==> src/rtl/traffic_pkg.sv <==
// Shared traffic-controller definitions: phase encoding and lane-count ceiling.
// Used by the auto sequencer, the manual-mode block and the lamp decoder.
package traffic_pkg;

    localparam int unsigned MAX_LANES = 8;

    typedef enum logic [1:0] {
        IDLE   = 2'd0,
        GREEN  = 2'd1,
        YELLOW = 2'd2,
        ALLRED = 2'd3
    } phase_t;

endpackage

==> src/rtl/lane_phase_sequencer_phase_timer.sv <==
// Phase countdown: loads a duration (0 clamps to 1), counts down to 1 and holds.
// last flags the final cycle of the loaded interval.
module phase_timer #(
    parameter int TIME_W = 7
) (
    input  logic              clk,
    input  logic              reset,
    input  logic              clear,
    input  logic              load,
    input  logic [TIME_W-1:0] load_value,
    output logic [TIME_W-1:0] time_left,
    output logic              last
);

    logic [TIME_W-1:0] load_clamped;

    assign load_clamped = (load_value == '0) ? TIME_W'(1) : load_value;

    always_ff @(posedge clk or posedge reset) begin
        if (reset) begin
            time_left <= '0;
        end else if (clear) begin
            time_left <= '0;
        end else if (load) begin
            time_left <= load_clamped;
        end else if (time_left > TIME_W'(1)) begin
            time_left <= time_left - TIME_W'(1);
        end
    end

    assign last = (time_left == TIME_W'(1));

endmodule

==> src/rtl/lane_phase_sequencer.sv <==
// N-lane round-robin green/yellow sequencer with demand-based lane skipping.
// Define TRAFFIC_ALLRED_EN to insert an all-red clearance phase after each yellow.
module lane_phase_sequencer
    import traffic_pkg::*;
#(
    parameter  int NUM_LANES = 4,
    parameter  int TIME_W    = 7,
    localparam int LANE_W    = $clog2(NUM_LANES)
) (
    input  logic                 clk,
    input  logic                 reset,
    input  logic                 enable,
    input  logic [TIME_W-1:0]    green_time,
    input  logic [TIME_W-1:0]    yellow_time,
    input  logic [TIME_W-1:0]    allred_time,
    input  logic [NUM_LANES-1:0] skip_mask,
    output logic [LANE_W-1:0]    active_lane,
    output logic [1:0]           phase,
    output logic [TIME_W-1:0]    time_left,
    output logic [NUM_LANES-1:0] lamp_green,
    output logic [NUM_LANES-1:0] lamp_yellow,
    output logic [NUM_LANES-1:0] lamp_red,
    output logic                 phase_done
);

    localparam int unsigned NL = NUM_LANES;

    phase_t              state;
    logic [LANE_W-1:0]   lane_q;
    logic [LANE_W-1:0]   first_lane;
    logic [LANE_W-1:0]   next_lane;
    logic                tmr_clear;
    logic                tmr_load;
    logic [TIME_W-1:0]   tmr_value;
    logic                tmr_last;
    logic [NUM_LANES-1:0] lane_onehot;

`ifndef TRAFFIC_ALLRED_EN
    logic unused_allred;
    assign unused_allred = ^allred_time;
`endif

    // Lowest lane with demand; lane 0 when every lane is skipped.
    always_comb begin
        logic found;
        first_lane = '0;
        found      = 1'b0;
        for (int unsigned i = 0; i < NL; i++) begin
            logic [LANE_W-1:0] cand;
            cand = LANE_W'(i);
            if (!found && !skip_mask[cand]) begin
                first_lane = cand;
                found      = 1'b1;
            end
        end
    end

    // Round-robin successor over the other NL-1 lanes; repeat current lane if none.
    always_comb begin
        logic found;
        next_lane = lane_q;
        found     = 1'b0;
        for (int unsigned k = 1; k < NL; k++) begin
            logic [LANE_W-1:0] cand;
            cand = LANE_W'((32'(lane_q) + k) % NL);
            if (!found && !skip_mask[cand]) begin
                next_lane = cand;
                found     = 1'b1;
            end
        end
    end

    // Timer reloads on every phase entry, so durations are sampled only there.
    always_comb begin
        tmr_clear = 1'b0;
        tmr_load  = 1'b0;
        tmr_value = green_time;
        if (!enable) begin
            tmr_clear = 1'b1;
        end else begin
            case (state)
                IDLE: tmr_load = 1'b1;
                GREEN: begin
                    if (tmr_last) begin
                        tmr_load  = 1'b1;
                        tmr_value = yellow_time;
                    end
                end
                YELLOW: begin
                    if (tmr_last) begin
                        tmr_load = 1'b1;
`ifdef TRAFFIC_ALLRED_EN
                        tmr_value = allred_time;
`endif
                    end
                end
`ifdef TRAFFIC_ALLRED_EN
                ALLRED: begin
                    if (tmr_last) tmr_load = 1'b1;
                end
`endif
                default: ;
            endcase
        end
    end

    phase_timer #(
        .TIME_W(TIME_W)
    ) u_timer (
        .clk       (clk),
        .reset     (reset),
        .clear     (tmr_clear),
        .load      (tmr_load),
        .load_value(tmr_value),
        .time_left (time_left),
        .last      (tmr_last)
    );

    always_ff @(posedge clk or posedge reset) begin
        if (reset) begin
            state  <= IDLE;
            lane_q <= '0;
        end else if (!enable) begin
            state  <= IDLE;
            lane_q <= '0;
        end else begin
            case (state)
                IDLE: begin
                    state  <= GREEN;
                    lane_q <= first_lane;
                end
                GREEN: begin
                    if (tmr_last) state <= YELLOW;
                end
                YELLOW: begin
                    if (tmr_last) begin
`ifdef TRAFFIC_ALLRED_EN
                        state <= ALLRED;
`else
                        state  <= GREEN;
                        lane_q <= next_lane;
`endif
                    end
                end
`ifdef TRAFFIC_ALLRED_EN
                ALLRED: begin
                    if (tmr_last) begin
                        state  <= GREEN;
                        lane_q <= next_lane;
                    end
                end
`endif
                default: begin
                    state  <= IDLE;
                    lane_q <= '0;
                end
            endcase
        end
    end

    assign active_lane = lane_q;
    assign phase       = state;
    assign phase_done  = tmr_last;

    assign lane_onehot = NUM_LANES'(1) << lane_q;
    assign lamp_green  = (state == GREEN)  ? lane_onehot : '0;
    assign lamp_yellow = (state == YELLOW) ? lane_onehot : '0;
    assign lamp_red    = ~(lamp_green | lamp_yellow);

    a_lamp_cover: assert property (@(posedge clk) disable iff (reset)
        ((lamp_green | lamp_yellow | lamp_red) == '1));

    a_timed_nonzero: assert property (@(posedge clk) disable iff (reset)
        ((state != IDLE) -> (time_left != '0)));

`ifndef TRAFFIC_ALLRED_EN
    a_no_allred: assert property (@(posedge clk) disable iff (reset)
        (state != ALLRED));
`endif

endmodule

==> config.mk <==
export PLATFORM = sky130hd
export DESIGN_NAME = lane_phase_sequencer
export DESIGN_NICKNAME = d
export VERILOG_FILES = /design/src/rtl/traffic_pkg.sv /design/src/rtl/lane_phase_sequencer_phase_timer.sv /design/src/rtl/lane_phase_sequencer.sv
export SDC_FILE = /design/constraint.sdc
export NUM_CORES = 1
export LEC_CHECK = 0
export CAP_MARGIN = 20
export CORE_MARGIN = 10
export CORE_UTILIZATION = 38
export CTS_CLUSTER_SIZE = 8
export DETAILED_ROUTE_END_ITERATION = 10
export GPL_ROUTABILITY_DRIVEN = 0
export PLACE_DENSITY = 0.83
export SETUP_SLACK_MARGIN = 0.2
export SLEW_MARGIN = 10
export SYNTH_ARGS = -nofsm -noshare
export SYNTH_HDL_FRONTEND = slang
export SYNTH_SLANG_ARGS = --single-unit
==> constraint.sdc <==
create_clock -name clk -period 2.1 [get_ports clk]
set_clock_uncertainty 0.15 [all_clocks]
set_input_delay 0.42 -clock clk [delete_from_list [all_inputs] [get_ports clk]]
set_output_delay 0.42 -clock clk [all_outputs]
set_load 0.02 [all_outputs]
==> impl_metrics.py <==
metrics = {
    "critical_path": {
        "crit_type": "flip-flop to primary output",
        "rr_endpoint": "u_timer.time_left[1]$_DFFE_PP0P_",
        "crit_fanout": 2,
        "rr_worst_depth": 8,
        "required_ns": 1.53,
        "reg2reg_slack_ns": -0.20,
        "reg2reg_from": "u_timer.time_left[5]$_DFFE_PP0P_",
        "cp.arrival_ns": 1.76,
        "cp-start-kind": "flip-flop",
        "worst_setup_path_end_kind": "primary output",
    },
    "pwr": {
        "vdd_drop_max_mv": 0.7607,
        "powerDensity_nw_per_um2": 1113,
        "power_leakage_nw": 1.043,
    },
    "layout": {
        "n_antenna_cell": 0,
        "ff_latch_area_um2": 280.3,
        "layout_commonest_cell": "buf_4",
        "finalNonFillerCells": 265,
        "final_area_um2": 2325,
        "fillers": 212,
        "final_cell_mix": "43 x buf_4, 22 x buf_6, 20 x clkdlybuf4s50_1",
        "drive_above_1_share_pct": 53.02,
        "final_nets": 271,
        "syn_to_final_growth_pct": 97.45,
        "fin_util_pct": 77.42,
        "multi_input_area_um2": 1065,
    },
    "die": {
        "chipWidth_um": 75.66,
        "core_um2": 3003,
        "die_area_um2": 5724,
        "ioPinCount": 52,
        "placementRows": 20,
        "dieHeight_um": 75.66,
        "start_util_pct": 39.21,
    },
    "global_route": {
        "track_usage_pct": 16.68,
        "globalRouteOverflowTotal": 0,
        "antenna_found_initial": 0,
        "grt_max_degree": 12,
        "grt_pass1_vias": 1600,
        "grt_pass1_wl_um": 7417,
    },
    "logic_synthesis": {
        "ys_top_cells_by_area": "dfrtp_1 23%, ha_1 11%, mux2i_1 8.5%",
        "yosysWarningCount": 0,
        "syn_nets": 173,
        "synth.avg_cell_area_um2": 8.721,
        "synth_fa_ha_area_share_pct": 10.63,
        "synth-xor-area-share_pct": 2.232,
        "seq_area_frac_synth_pct": 23.38,
        "ys_ff_latch": 11,
        "synth-compound-area-share_pct": 19.66,
        "synth_cell_types": 43,
        "async_reset_ff_share_pct": 100.0,
        "netlist_instances": 135,
        "yosysTopAreaCell": "dfrtp_1",
        "synth_top_area_share_pct": 23.38,
        "synth_area_um2": 1177,
        "synth_top_family_by_area": "simple AND/OR/NAND/NOR gates",
        "ys.flop_type": "dfrtp_1",
        "synth-edff-count": 0,
        "synth_mux_area_share_pct": 14.24,
        "synth-simple-area-share_pct": 24.87,
    },
    "detailed_routing": {
        "post_drt_wl_per_cell_um": 17.74,
        "first_iter_violations": 60,
        "drc_errors": 0,
        "num_vias": 1470,
        "postRouteAntennaNets": 0,
        "dr.pass1.iters": 4,
        "viasPerCell": 5.547,
        "drt_wl_total_um": 4700,
    },
    "sta": {
        "rsz0062_at_grt": "yes",
        "hold_viol_final": 0,
        "fin_crit_sh_pct": 110.8,
        "worst_pin_slew_ns": 0.4412,
        "clock.fmax_mhz": 429.9,
        "fin_crit_ns": 2.326,
        "setup_viol": 13,
        "maxSlewHeadroom_pct": 69.82,
        "final-max-slew-violation-count": 0,
        "fin_setup_tns_ns": -1.526,
        "setup_ws_ns": -0.2260,
    },
    "place": {
        "io_buffers": 44,
        "dpl.cell_count": 248,
        "dp_hpwl_um": 3388,
        "placed_cell_area_um2": 2003,
    },
    "clock_network": {
        "insertion_delay_ns": 0.27,
        "h-tree-depth": 1,
        "cts_tree": "built",
        "cts_sinks": 11,
        "hold_buffers": 0,
        "clock_path_buffers": 2,
        "cts_root_buf": "clkbuf_4",
        "cts_buffers": 3,
        "path_clk_slew_ns": 0.07,
    },
    "outcome": {
        "violations": "negative setup slack",
        "status": "finished, violations left",
    },
    "run": {
        "max_cap_viol_count": 0,
    },
    "worst_hold_path": {
        "hold_class": "primary input to asynchronous set/reset pin",
    },
}
cell usage after synthesis (2+ instances only):
cell       n
a21oi_1    4
a41oi_1    2
and2_1     9
clkbuf_1   3
dfrtp_1   11
ha_1      10
inv_1     10
mux2_2     2
mux2i_1   10
mux4_2     2
nand2_1    9
nand2b_1   3
nand4_1    2
nor2_1    12
nor3_1     4
nor4_1     3
o21a_1     2
o21ai_0    6
o22a_1     3
o22ai_1    2
o41ai_1    2
or4_1      2
xnor2_1    2
sequential cells by signal, indices dropped and copies added (netlist names):
register	cells
active_lane	2
u_timer.time_left	7
phase	2
kinds of logic (layout without fill, tap and decap cells):
| group | count (synthesis) | after routing |
|---|---|---|
| buffers and inverters | 14 | 111 |
| DFF | 11 | 11 |
| xor gates and xnor gates | 3 | 3 |
| and+or+nand+nor | 51 | 51 |
| adders and majority gates | 10 | 10 |
| muxes | 14 | 14 |
| AOI/OAI and AO/OA | 32 | 32 |
stage by stage:
stage                     total power [mW]  worst slack, ns  hold WS [ns]
after CTS                            2.425          -0.2140        0.2942
after global routing                 2.753          -0.2776        0.3334
final                                2.588          -0.2260        0.2913
after global placement               1.947          -0.4340        0.4520
after detailed placement             1.999          -0.4487        0.4967
after floorplan                      1.220         -0.08948        0.1222
area by class of cell:
type,count,area share [%]
clock buffer,4,1.130
tap,33,1.776
multi-input combinational,110,45.80
sequential,11,12.06
timing repair buffer,97,37.51
inverter,10,1.722
worst max-delay path by stage:
stage	startpoint	depth (start not counted)	to	slack [ns]
finish	u_timer.time_left[5]$_DFFE_PP0P_	4	phase_done	-0.23
global route	u_timer.time_left[5]$_DFFE_PP0P_	8	u_timer.time_left[1]$_DFFE_PP0P_	-0.28
CTS	u_timer.time_left[5]$_DFFE_PP0P_	4	phase_done	-0.21
detailed placement	u_timer.time_left[5]$_DFFE_PP0P_	4	phase_done	-0.45
global placement	u_timer.time_left[5]$_DFFE_PP0P_	4	phase_done	-0.43
floorplan	u_timer.time_left[2]$_DFFE_PP0P_	5	u_timer.time_left[1]$_DFFE_PP0P_	-0.09
worst max-delay path, stage by stage (launching register included):
cell and delay (ns):
dfrtp_2 0.40, or4_4 0.54, or3_4 0.36, inv_4 0.07
buf_6 0.11
layer usage:
metal,global-route usage [%],vias to the layer above,share of wire [%]
met5,0,-,0
met4,4.742,0,0.87
met3,6.510,8,8.6
met2,32.86,67,54
met1,15.25,697,36
li1,-,698,-
timing repair:
| action | CTS | global route |
|---|---|---|
| setup buffers | 8 | 5 |
| resized for setup | 123 | 17 |
| endpoints found under the setup margin | 34 | 23 |
| endpoints found under the hold margin | 0 | 0 |
| pin swaps | 13 | 8 |
where the power goes:
group	internal, mW	total (mW)	leakage [nW]	switching, mW
Sequential	0.289	0.344	0.139	0.0551
Combinational	1.09	2.10	0.889	1.01
Clock	0.0736	0.144	0.0150	0.0701
(Power assumes the default switching activity.)
